<file path="src/rtl/rgbled_pkg.sv">
// Shared types and default 50 MHz timing for the streaming WS2812-style LED driver.
package rgbled_pkg;

  typedef enum logic [2:0] {
    IDLE,
    LOAD,
    HIGH,
    LOW,
    WAIT,
    LATCH
  } state_t;

  localparam int CH_BITS = 8;

  localparam int DEF_T0H    = 20;
  localparam int DEF_T1H    = 40;
  localparam int DEF_TBIT   = 62;
  localparam int DEF_TLATCH = 2800;
  localparam int DEF_TGAP   = 1000;

  function automatic int max3(input int a, input int b, input int c);
    int m;
    m = (a > b) ? a : b;
    return (m > c) ? m : c;
  endfunction

endpackage

</file>
<file path="src/rtl/rgbled_stream_driver_if.sv">
// Valid/ready word stream feeding the LED driver; master is the word source.
interface rgbled_stream_driver_if #(
  parameter int BITS_PER_LED = 24
);
  logic [BITS_PER_LED-1:0] data_in;
  logic                    data_valid;
  logic                    data_ready;

  modport master (output data_in, output data_valid, input data_ready);
  modport slave  (input data_in, input data_valid, output data_ready);
endinterface

</file>
<file path="src/rtl/rgbled_scale.sv">
// Combinational per-channel brightness scaling: c' = (c * (brightness + 1)) >> 8.
module rgbled_scale
  import rgbled_pkg::*;
#(
  parameter int CHANNELS = 3
) (
  input  logic [CHANNELS*CH_BITS-1:0] word_in,
  input  logic [7:0]                  brightness,
  output logic [CHANNELS*CH_BITS-1:0] word_out
);

  logic [8:0] gain;
  assign gain = {1'b0, brightness} + 9'd1;

  for (genvar i = 0; i < CHANNELS; i++) begin : g_ch
    // 255 * 256 still fits in 16 bits, so the top byte is the scaled channel.
    logic [15:0] prod;
    assign prod = 16'(word_in[i*CH_BITS +: CH_BITS]) * 16'(gain);
    assign word_out[i*CH_BITS +: CH_BITS] = prod[15:8];
  end

endmodule

</file>
<file path="src/rtl/rgbled_stream_driver.sv">
// Streams LED words MSB-first as WS2812-style NRZ pulses with cycle-count timing.
// Define RGBLED_BRIGHTNESS_EN to scale every channel by the brightness input at load.
module rgbled_stream_driver
  import rgbled_pkg::*;
#(
  parameter int LEDS         = 8,
  parameter int BITS_PER_LED = 24,
  parameter int T0H          = DEF_T0H,
  parameter int T1H          = DEF_T1H,
  parameter int TBIT         = DEF_TBIT,
  parameter int TLATCH       = DEF_TLATCH,
  parameter int TGAP         = DEF_TGAP
) (
  input  logic                   clk,
  input  logic                   nreset,
  rgbled_stream_driver_if.slave  strm,
  input  logic [7:0]             brightness,
  output logic                   busy,
  output logic                   frame_done,
  output logic                   underrun,
  output logic                   led
);

  localparam int CNT_W = $clog2(max3(TBIT, TLATCH, TGAP) + 1);
  localparam int WC_W  = $clog2(LEDS + 1);
  localparam int BI_W  = $clog2(BITS_PER_LED);

  state_t                  state, state_nxt;
  logic [BITS_PER_LED-1:0] hold_q, shift_q, load_word;
  logic                    hold_full;
  logic [BI_W-1:0]         bit_idx;
  logic [CNT_W-1:0]        cnt;
  logic [WC_W-1:0]         word_cnt;
  logic                    aborted;
  logic                    accept;
  logic                    done_set, underrun_set;
  logic [CNT_W-1:0]        high_last;

  assign accept          = strm.data_valid && strm.data_ready;
  assign strm.data_ready = !hold_full;
  assign busy            = (state != IDLE);

`ifdef RGBLED_BRIGHTNESS_EN
  rgbled_scale #(
    .CHANNELS(BITS_PER_LED / CH_BITS)
  ) u_scale (
    .word_in   (hold_q),
    .brightness(brightness),
    .word_out  (load_word)
  );
`else
  logic unused_brightness;
  assign unused_brightness = ^brightness;
  assign load_word         = hold_q;
`endif

  // Last counter value of the high phase for the bit currently at the MSB.
  assign high_last = shift_q[BITS_PER_LED-1] ? CNT_W'(T1H - 1) : CNT_W'(T0H - 1);

  // NOTE: every signal gets a default before the case so no path leaves one unassigned and a latch cannot be inferred.
  always_comb begin
    state_nxt    = state;
    done_set     = 1'b0;
    underrun_set = 1'b0;
    unique case (state)
      IDLE:  if (hold_full || accept) state_nxt = LOAD;
      LOAD:  state_nxt = HIGH;
      HIGH:  if (cnt == high_last) state_nxt = LOW;
      LOW: begin
        if (cnt == CNT_W'(TBIT - 1)) begin
          if (bit_idx != '0)                state_nxt = HIGH;
          else if (word_cnt == WC_W'(LEDS)) state_nxt = LATCH;
          else if (hold_full)               state_nxt = LOAD;
          else                              state_nxt = WAIT;
        end
      end
      // A word landing in the hold on the final gap cycle is too late; it waits for the next frame.
      WAIT: begin
        if (hold_full) begin
          state_nxt = LOAD;
        end else if (cnt == CNT_W'(TGAP - 1)) begin
          state_nxt    = LATCH;
          underrun_set = 1'b1;
        end
      end
      LATCH: begin
        if (cnt == CNT_W'(TLATCH - 1)) begin
          state_nxt = IDLE;
          done_set  = !aborted;
        end
      end
      default: state_nxt = IDLE;
    endcase
  end

  // NOTE: sequential state uses non-blocking assignments so every register samples pre-edge values.
  always_ff @(posedge clk or negedge nreset) begin
    if (!nreset) state <= IDLE;
    else         state <= state_nxt;
  end

  // NOTE: the data registers are reset too, so a mid-frame reset leaves no stale word behind.
  always_ff @(posedge clk or negedge nreset) begin
    if (!nreset) begin
      hold_q     <= '0;
      hold_full  <= 1'b0;
      shift_q    <= '0;
      bit_idx    <= '0;
      cnt        <= '0;
      word_cnt   <= '0;
      aborted    <= 1'b0;
      led        <= 1'b0;
      frame_done <= 1'b0;
      underrun   <= 1'b0;
    end else begin
      if (accept) begin
        hold_q    <= strm.data_in;
        hold_full <= 1'b1;
      end else if (state == LOAD) begin
        hold_full <= 1'b0;
      end

      if (state == LOAD) begin
        shift_q  <= load_word;
        bit_idx  <= BI_W'(BITS_PER_LED - 1);
        word_cnt <= word_cnt + 1'b1;
      end else if (state == LOW && state_nxt == HIGH) begin
        shift_q <= shift_q << 1;
        bit_idx <= bit_idx - 1'b1;
      end else if (state == IDLE) begin
        word_cnt <= '0;
      end

      // The bit counter spans HIGH and LOW so LOW ends exactly TBIT cycles into the bit.
      if (state == IDLE || state == LOAD)               cnt <= '0;
      else if (state_nxt != state && state != HIGH)     cnt <= '0;
      else                                              cnt <= cnt + 1'b1;

      if (underrun_set)        aborted <= 1'b1;
      else if (state == IDLE)  aborted <= 1'b0;

      led        <= (state_nxt == HIGH);
      frame_done <= done_set;
      underrun   <= underrun_set;
    end
  end

endmodule

</file>
<file path="src/flat_wrapper.sv">
// flat-port wrapper written by rule: the top's interface ports become plain ports
module rgbled_stream_driver_flat import rgbled_pkg::*;
#(
  parameter int LEDS         = 8,
  parameter int BITS_PER_LED = 24,
  parameter int T0H          = DEF_T0H,
  parameter int T1H          = DEF_T1H,
  parameter int TBIT         = DEF_TBIT,
  parameter int TLATCH       = DEF_TLATCH,
  parameter int TGAP         = DEF_TGAP
)
  (clk, nreset, brightness, busy, frame_done, underrun, led, strm_data_in, strm_data_valid, strm_data_ready);
  rgbled_stream_driver_if #(.BITS_PER_LED(BITS_PER_LED)) strm_i ();
  input  logic clk;
  input  logic nreset;
  input  logic [7:0] brightness;
  output logic busy;
  output logic frame_done;
  output logic underrun;
  output logic led;
  input wire logic [$bits(strm_i.data_in)-1:0] strm_data_in;
  input wire logic [$bits(strm_i.data_valid)-1:0] strm_data_valid;
  output wire logic [$bits(strm_i.data_ready)-1:0] strm_data_ready;
  assign strm_i.data_in = strm_data_in;
  assign strm_i.data_valid = strm_data_valid;
  assign strm_data_ready = strm_i.data_ready;
  rgbled_stream_driver #(.LEDS(LEDS), .BITS_PER_LED(BITS_PER_LED), .T0H(T0H), .T1H(T1H), .TBIT(TBIT), .TLATCH(TLATCH), .TGAP(TGAP)) u_core (.clk(clk), .nreset(nreset), .strm(strm_i), .brightness(brightness), .busy(busy), .frame_done(frame_done), .underrun(underrun), .led(led));
endmodule
</file>
<file path="config.mk">
export PLATFORM = sky130hd
export DESIGN_NAME = rgbled_stream_driver_flat
export DESIGN_NICKNAME = d
export VERILOG_FILES = /design/src/rtl/rgbled_pkg.sv /design/src/rtl/rgbled_stream_driver_if.sv /design/src/rtl/rgbled_scale.sv /design/src/rtl/rgbled_stream_driver.sv /design/src/flat_wrapper.sv
export SDC_FILE = /design/constraint.sdc
export NUM_CORES = 1
export LEC_CHECK = 0
export ABC_AREA = 1
export CAP_MARGIN = 20
export CELL_PAD_IN_SITES_DETAIL_PLACEMENT = 0
export CELL_PAD_IN_SITES_GLOBAL_PLACEMENT = 1
export CORE_MARGIN = 3
export CORE_UTILIZATION = 52
export CTS_CLUSTER_DIAMETER = 30
export CTS_CLUSTER_SIZE = 14
export DETAILED_ROUTE_END_ITERATION = 8
export DONT_BUFFER_PORTS = 1
export PLACE_DENSITY = 0.89
export SLEW_MARGIN = 20
export SYNTH_ARGS = -nofsm -noshare
export SYNTH_HDL_FRONTEND = slang
export SYNTH_SLANG_ARGS = --single-unit
</file>
<file path="constraint.sdc">
create_clock -name clk -period 3.6 [get_ports clk]
set_input_delay 0.54 -clock clk [delete_from_list [all_inputs] [get_ports clk]]
set_output_delay 0.54 -clock clk [all_outputs]
set_load 0.02 [all_outputs]
</file>
# After elaboration in Yosys (flattened, before gate mapping)
# Index checks and enable logic that the tools add are counted.
[totals]
in_bits = 35
output_inout_bits = 5
register_bits = 77
elab_cells = 72
[classes]
n_eq_ne = 14
n_addsub = 3
reduce_logical = 15
muxes = 29
[op_table]
columns = ["operator", "n"]
rows = [
  ["$mux W24", 2],
  ["$mux W3", 9],
  ["$mux W12", 2],
  ["$pmux W3 S6", 1],
  ["$add A12 B1 Y12 const B", 1],
  ["$eq A12 B10 Y1 const B", 1],
  ["$eq A12 B12 Y1", 1],
  ["$eq A12 B12 Y1 const B", 1],
  ["$eq A12 B6 Y1 const B", 1],
  ["$mux W4", 3],
  ["$mux W5", 2],
  ["$eq A3 B2 Y1 const B", 3],
  ["$mux W1", 9],
  ["$reduce_bool A2 Y1", 4],
  ["$eq A3 B3 Y1 const B", 2],
  ["$mux W6", 1],
  ["$reduce_bool A5 Y1", 1],
  ["$sub A5 B1 Y5 const B", 1],
  ["$add A4 B1 Y4 const B", 1],
  ["$eq A4 B4 Y1 const B", 1],
  ["$eq A3 B1 Y1 const B", 1],
  ["$logic_and A1 B1 Y1", 3],
  ["$logic_not A3 Y1", 1],
  ["$ne A3 B2 Y1 const B", 1],
  ["other kinds (6)", 8],
]

# Depth between registers and ports, before layout
[depth]
ltp_word = 9
mapped_depth = 15

# Worst setup path before layout
# Ideal clock, no wire load.
[synth_timing]
path_kind = "register -> register"
start = "register u_core.cnt[1]"
end = "register u_core.shift_q[10]"
stages_incl_launch_ff = 16
synth_period_minus_slack_ns = 1.944
required_ns = 3.484
arrival_ns = 1.828
setup_slack_ns = 1.656
path_cell_list = "dfrtp_1 -> inv_1 -> ha_1 -> inv_1 -> nor3_2 -> nand2_1 -> nand2_2 -> nand2_1 -> nor2_2 -> nand2_2 -> a21oi_4 -> nand2_2 -> buf_6 -> buf_6 -> nand3_2 -> nand2_1"
[synth_between]
elab_chain_len = 7
[synth_lines]
columns = ["element", "line_no", "source"]
rows = [
  ["start: declaration", "rgbled_stream_driver.sv:32", "logic [CNT_W-1:0] cnt;"],
  ["start signal: assignment", "rgbled_stream_driver.sv:137", "else cnt <= cnt + 1'b1;"],
  ["$eq A12 B10 Y1", "rgbled_stream_driver.sv:81", "end else if (cnt == CNT_W'(TGAP - 1)) begin"],
  ["$mux W3", "rgbled_stream_driver.sv:81", ""],
  ["$mux W3", "rgbled_stream_driver.sv:79", "if (hold_full) begin"],
  ["$pmux W3 S6 (*)", "rgbled_stream_driver.sv:65", "unique case (state)"],
  ["named net u_core.state_nxt[0]", "rgbled_stream_driver.sv:28", "state_t state, state_nxt;"],
  ["$eq A3 B2 Y1 (*)", "rgbled_stream_driver.sv:127", "end else if (state == LOW && state_nxt == HIGH) begin"],
  ["$logic_and A1 B1 Y1 (*)", "rgbled_stream_driver.sv:127", ""],
  ["$reduce_bool A2 Y1 (no source line) (*)", "n/a", ""],
  ["end signal: assignment", "rgbled_stream_driver.sv:124", "shift_q <= load_word;"],
  ["end signal: assignment", "rgbled_stream_driver.sv:128", "shift_q <= shift_q << 1;"],
  ["end: declaration", "rgbled_stream_driver.sv:29", "logic [BITS_PER_LED-1:0] hold_q, shift_q, load_word;"],
]
# Mark *: on every way through the listed nets, which the timed path passes. The rest lies on a longest branch.
# A chain may end at the register's enable or synchronous reset.

# Worst setup path in the final report
[layout_timing]
start = "register u_core.cnt[0]"
end = "register u_core.shift_q[17]"
# The elaborated chain is that of the path after synthesis.

==> metrics <==
Peak supply drop=between 0.3 and 0.4 mV; part of the power in the clock network=37.2%; Startpoint Class=flip-flop; class of the worst hold path=input pin to async pin; vias in the first global route=between 2000 and 3000; Gate Count Post-Synth=between 400 and 500; cts bufs inserted=9; FF-to-FF Start=u_core.cnt[0]$_DFF_PN0_; Worst path slowest cell=nand2_2; Worst Path Arrival=2.79 ns; Area Growth Syn to Fin=7.48%; Root Buffer=clkbuf_8; worst r2r dst=u_core.shift_q[17]$_DFFE_PN0P_; clock transition at the registers of the reported paths=around 0.080 ns; Die Y=92.0 um; RePlAce Congestion=between 0.8 and 0.9; Setup TNS=0 ns; htree depth=3; nature of the critical path endpoint=flip-flop; R2R depth=12; diode count=0; r2r setup slk=around 1.1 ns; most used cell, CP=nand2_1; commonest non-fill, non-tap cell in the layout=nand2_1; Final ANT Viol Nets=0; average size of a mapped cell=around 8.6 um2; Fin Clk Skew=about 0.0080 ns; Tcrit/Tclk final=between 60% and 70%; CP Launch Point=u_core.cnt[0]$_DFF_PN0_; min Tclk post-route=2.50 ns; switching share of power=a little under a quarter; Area contributors post-synth=dfrtp_1 50%, nand2_1 16%, mux2_2 6.7%, nand3_1 4.7%, nor2_1 3.8%; gr ovfl total=0; final worst slack=approximately 1.1 ns; Die Footprint=around 8500 um2; crit path capture=u_core.shift_q[17]$_DFFE_PN0P_; CTS tree=done; share of cells above drive strength 1=about 16%; post-synthesis sequential area ratio=about half; register bit total from synthesis=77; Final setup violation count=0; worst-path cell chain=ha_1 > nand2_1 > nor2_1 > nand3_1 > nand2_1 > a21oi_1 > nand2_2 > a21oi_4 > nand2_2 > nand2_2 > nand2_1 > nand2_1; Leak=between 2 and 2.5 nW; initial antenna violation count=0; Core ar.=between 6000 and 7000 um2; Residual DRC=0; P_int=between 1 and 1.5 mW; Starting Density=55.1%; worst rel slew slack=about three fifths; pre-CTS setup slack=around 1.1 ns; total power density per cell area=437 nW/um2; Clock Latency Late Sink=around 0.35 ns; Syn Nets=approximately 500; vias=2726; WL final=about 7000 um; HPWL after DPL=~4600 um; num ports=40; Synth area leader=dfrtp_1; Hold Fails Final Rpt=0; WL/cell=12.8 um; Final #Nets=486; unrepaired setup endpoints after global routing=false; status=finished, final reports clean; Die X=between 90 and 100 um; clk sinks=between 70 and 80; worst-path fanout max=24; Distinct cells, synth=28; Critical Setup Path Class=flip-flop to flip-flop; Seq pwr share=55.9%; Mapped Area=between 3000 and 4000 um2; largest net degree at the start of global routing=a little under 80; CTS resizes=0; IO Port Bufs=0; worst stage delay on the critical path=~0.44 ns; Syn. warnings=0; max-cap check violation count=0; measured slew at the worst slew-check pin=0.616 ns; Synth top area share=50.1%; length of the first detailed-routing pass in iterations=4; via/cell ratio=approximately 5; Logic pwr share=under 10%; Tot GR Track Use=17.6%; most frequent cells in the layout=160 x nand2_1, 77 x dfrtp_1, 39 x nor2_1; final count of pins violating max slew=0; # rows=30; worst endpoint required time=between 3 and 4 ns; Iter 0 DRT Violations=between 150 and 200; first-pass GRT wire length=between 10000 and 15000 um; Sw Pwr=0.421 mW; Max Buffers Root-to-Sink=2; maximum clock frequency=400 MHz
[metrics by stage]
stage	std cells	utilization, %	area, um2	hold slack [ns]	power [mW]
detailed placement	528	55.8	3900	0.247	1.13
global route	545	59.2	4130	0.0866	1.89
CTS	545	59.2	4130	0.0903	1.83
finish	545	59.2	4130	0.0641	1.80
floorplan	445	-	3840	0.244	1.11
global placement	528	55.8	3900	0.247	1.13
[worst min-delay path by stage]
stage | startpoint | endpoint | slack (ns) | cells past startpoint
after global placement | nreset | u_core.cnt[9]$_DFF_PN0_ | 0.25 | 0
after global routing | nreset | u_core.state[0]$_DFF_PN0_ | 0.09 | 1
after detailed placement | nreset | u_core.underrun$_DFF_PN0_ | 0.25 | 0
final | nreset | u_core.cnt[10]$_DFF_PN0_ | 0.06 | 1
after CTS | nreset | u_core.word_cnt[3]$_DFFE_PN0P_ | 0.09 | 1
after floorplan | nreset | u_core.aborted$_DFFE_PN0P_ | 0.24 | 0
[routing by layer]
layer | global-route usage (%) | up-vias | share of wire [%]
met2 | 28.3 | 35 | 46
met4 | 4.83 | 0 | 0.88
met3 | 5.91 | 5 | 4.0
li1 | - | 1403 | -
met5 | 0 | - | 0
met1 | 22.8 | 1283 | 49
[flip-flops by register name, summed over array words and instances, names as in the netlist]
name	cells
u_core.frame_done	1
u_core.underrun	1
u_core.cnt	12
u_core.hold_full	1
u_core.bit_idx	5
u_core.state	3
u_core.word_cnt	4
u_core.led	1
u_core.aborted	1
u_core.shift_q	24
u_core.hold_q	24
[critical path, delay by kind of cell, from the launching register on]
family / cells / cell delay [ns]
and+or+nand+nor: 9 / 1.32
AOI/OAI and AO/OA: 2 / 0.41
DFF: 1 / 0.43
adders and majority gates: 1 / 0.27
[cell type report]
cell class                 instances  area (um2)
fill                             628        2850
sequential                        77        1930
multi-input combinational        324        1720
clock buffer                      10         138
tap                               96         120
inverter                          28         105
clock inverter                     6        70.1
timing repair buffer               4        50.0
[logic make-up after synthesis]
family                   share of synthesized area [%]
AO/OA/AOI/OAI                                     1.89
flip-flops                                        50.1
adder cells (fa/ha/maj)                           2.28
XOR/XNOR                                          2.73
multiplexers                                      6.74
buffers and inverters                             5.21
AND/OR/NAND/NOR                                   31.0
[timing repair]
action / CTS / global route
setup buffers: 0 / 0
hold buffers: 1 / 0
hold endpoints to repair: 77 / 0
[synth_stat cells (all sizes together)]
| master | n |
|---|---|
| nand2 | 167 |
| dfrtp | 77 |
| nand3 | 47 |
| nor2 | 42 |
| inv | 28 |
| mux2 | 23 |
| buf | 9 |
| xor2 | 9 |
| nor3 | 8 |
| clkbuf | 7 |
| ha | 7 |
| o21ai | 6 |
| a21oi | 5 |
| nand4 | 3 |
| xnor2 | 3 |
| or2 | 2 |
| nand3b | 1 |
| o22ai | 1 |
[power by group through the flow]
stage / Sequential [mW] / Combinational, mW / Clock (mW)
after CTS: 1.01 / 0.128 / 0.689
after global routing: 1.02 / 0.142 / 0.730
final: 1.01 / 0.125 / 0.671
after detailed placement: 1.03 / 0.108 / 0
after global placement: 1.02 / 0.102 / 0
after floorplan: 1.01 / 0.0964 / 0
Power figures use the tool's default switching activity.
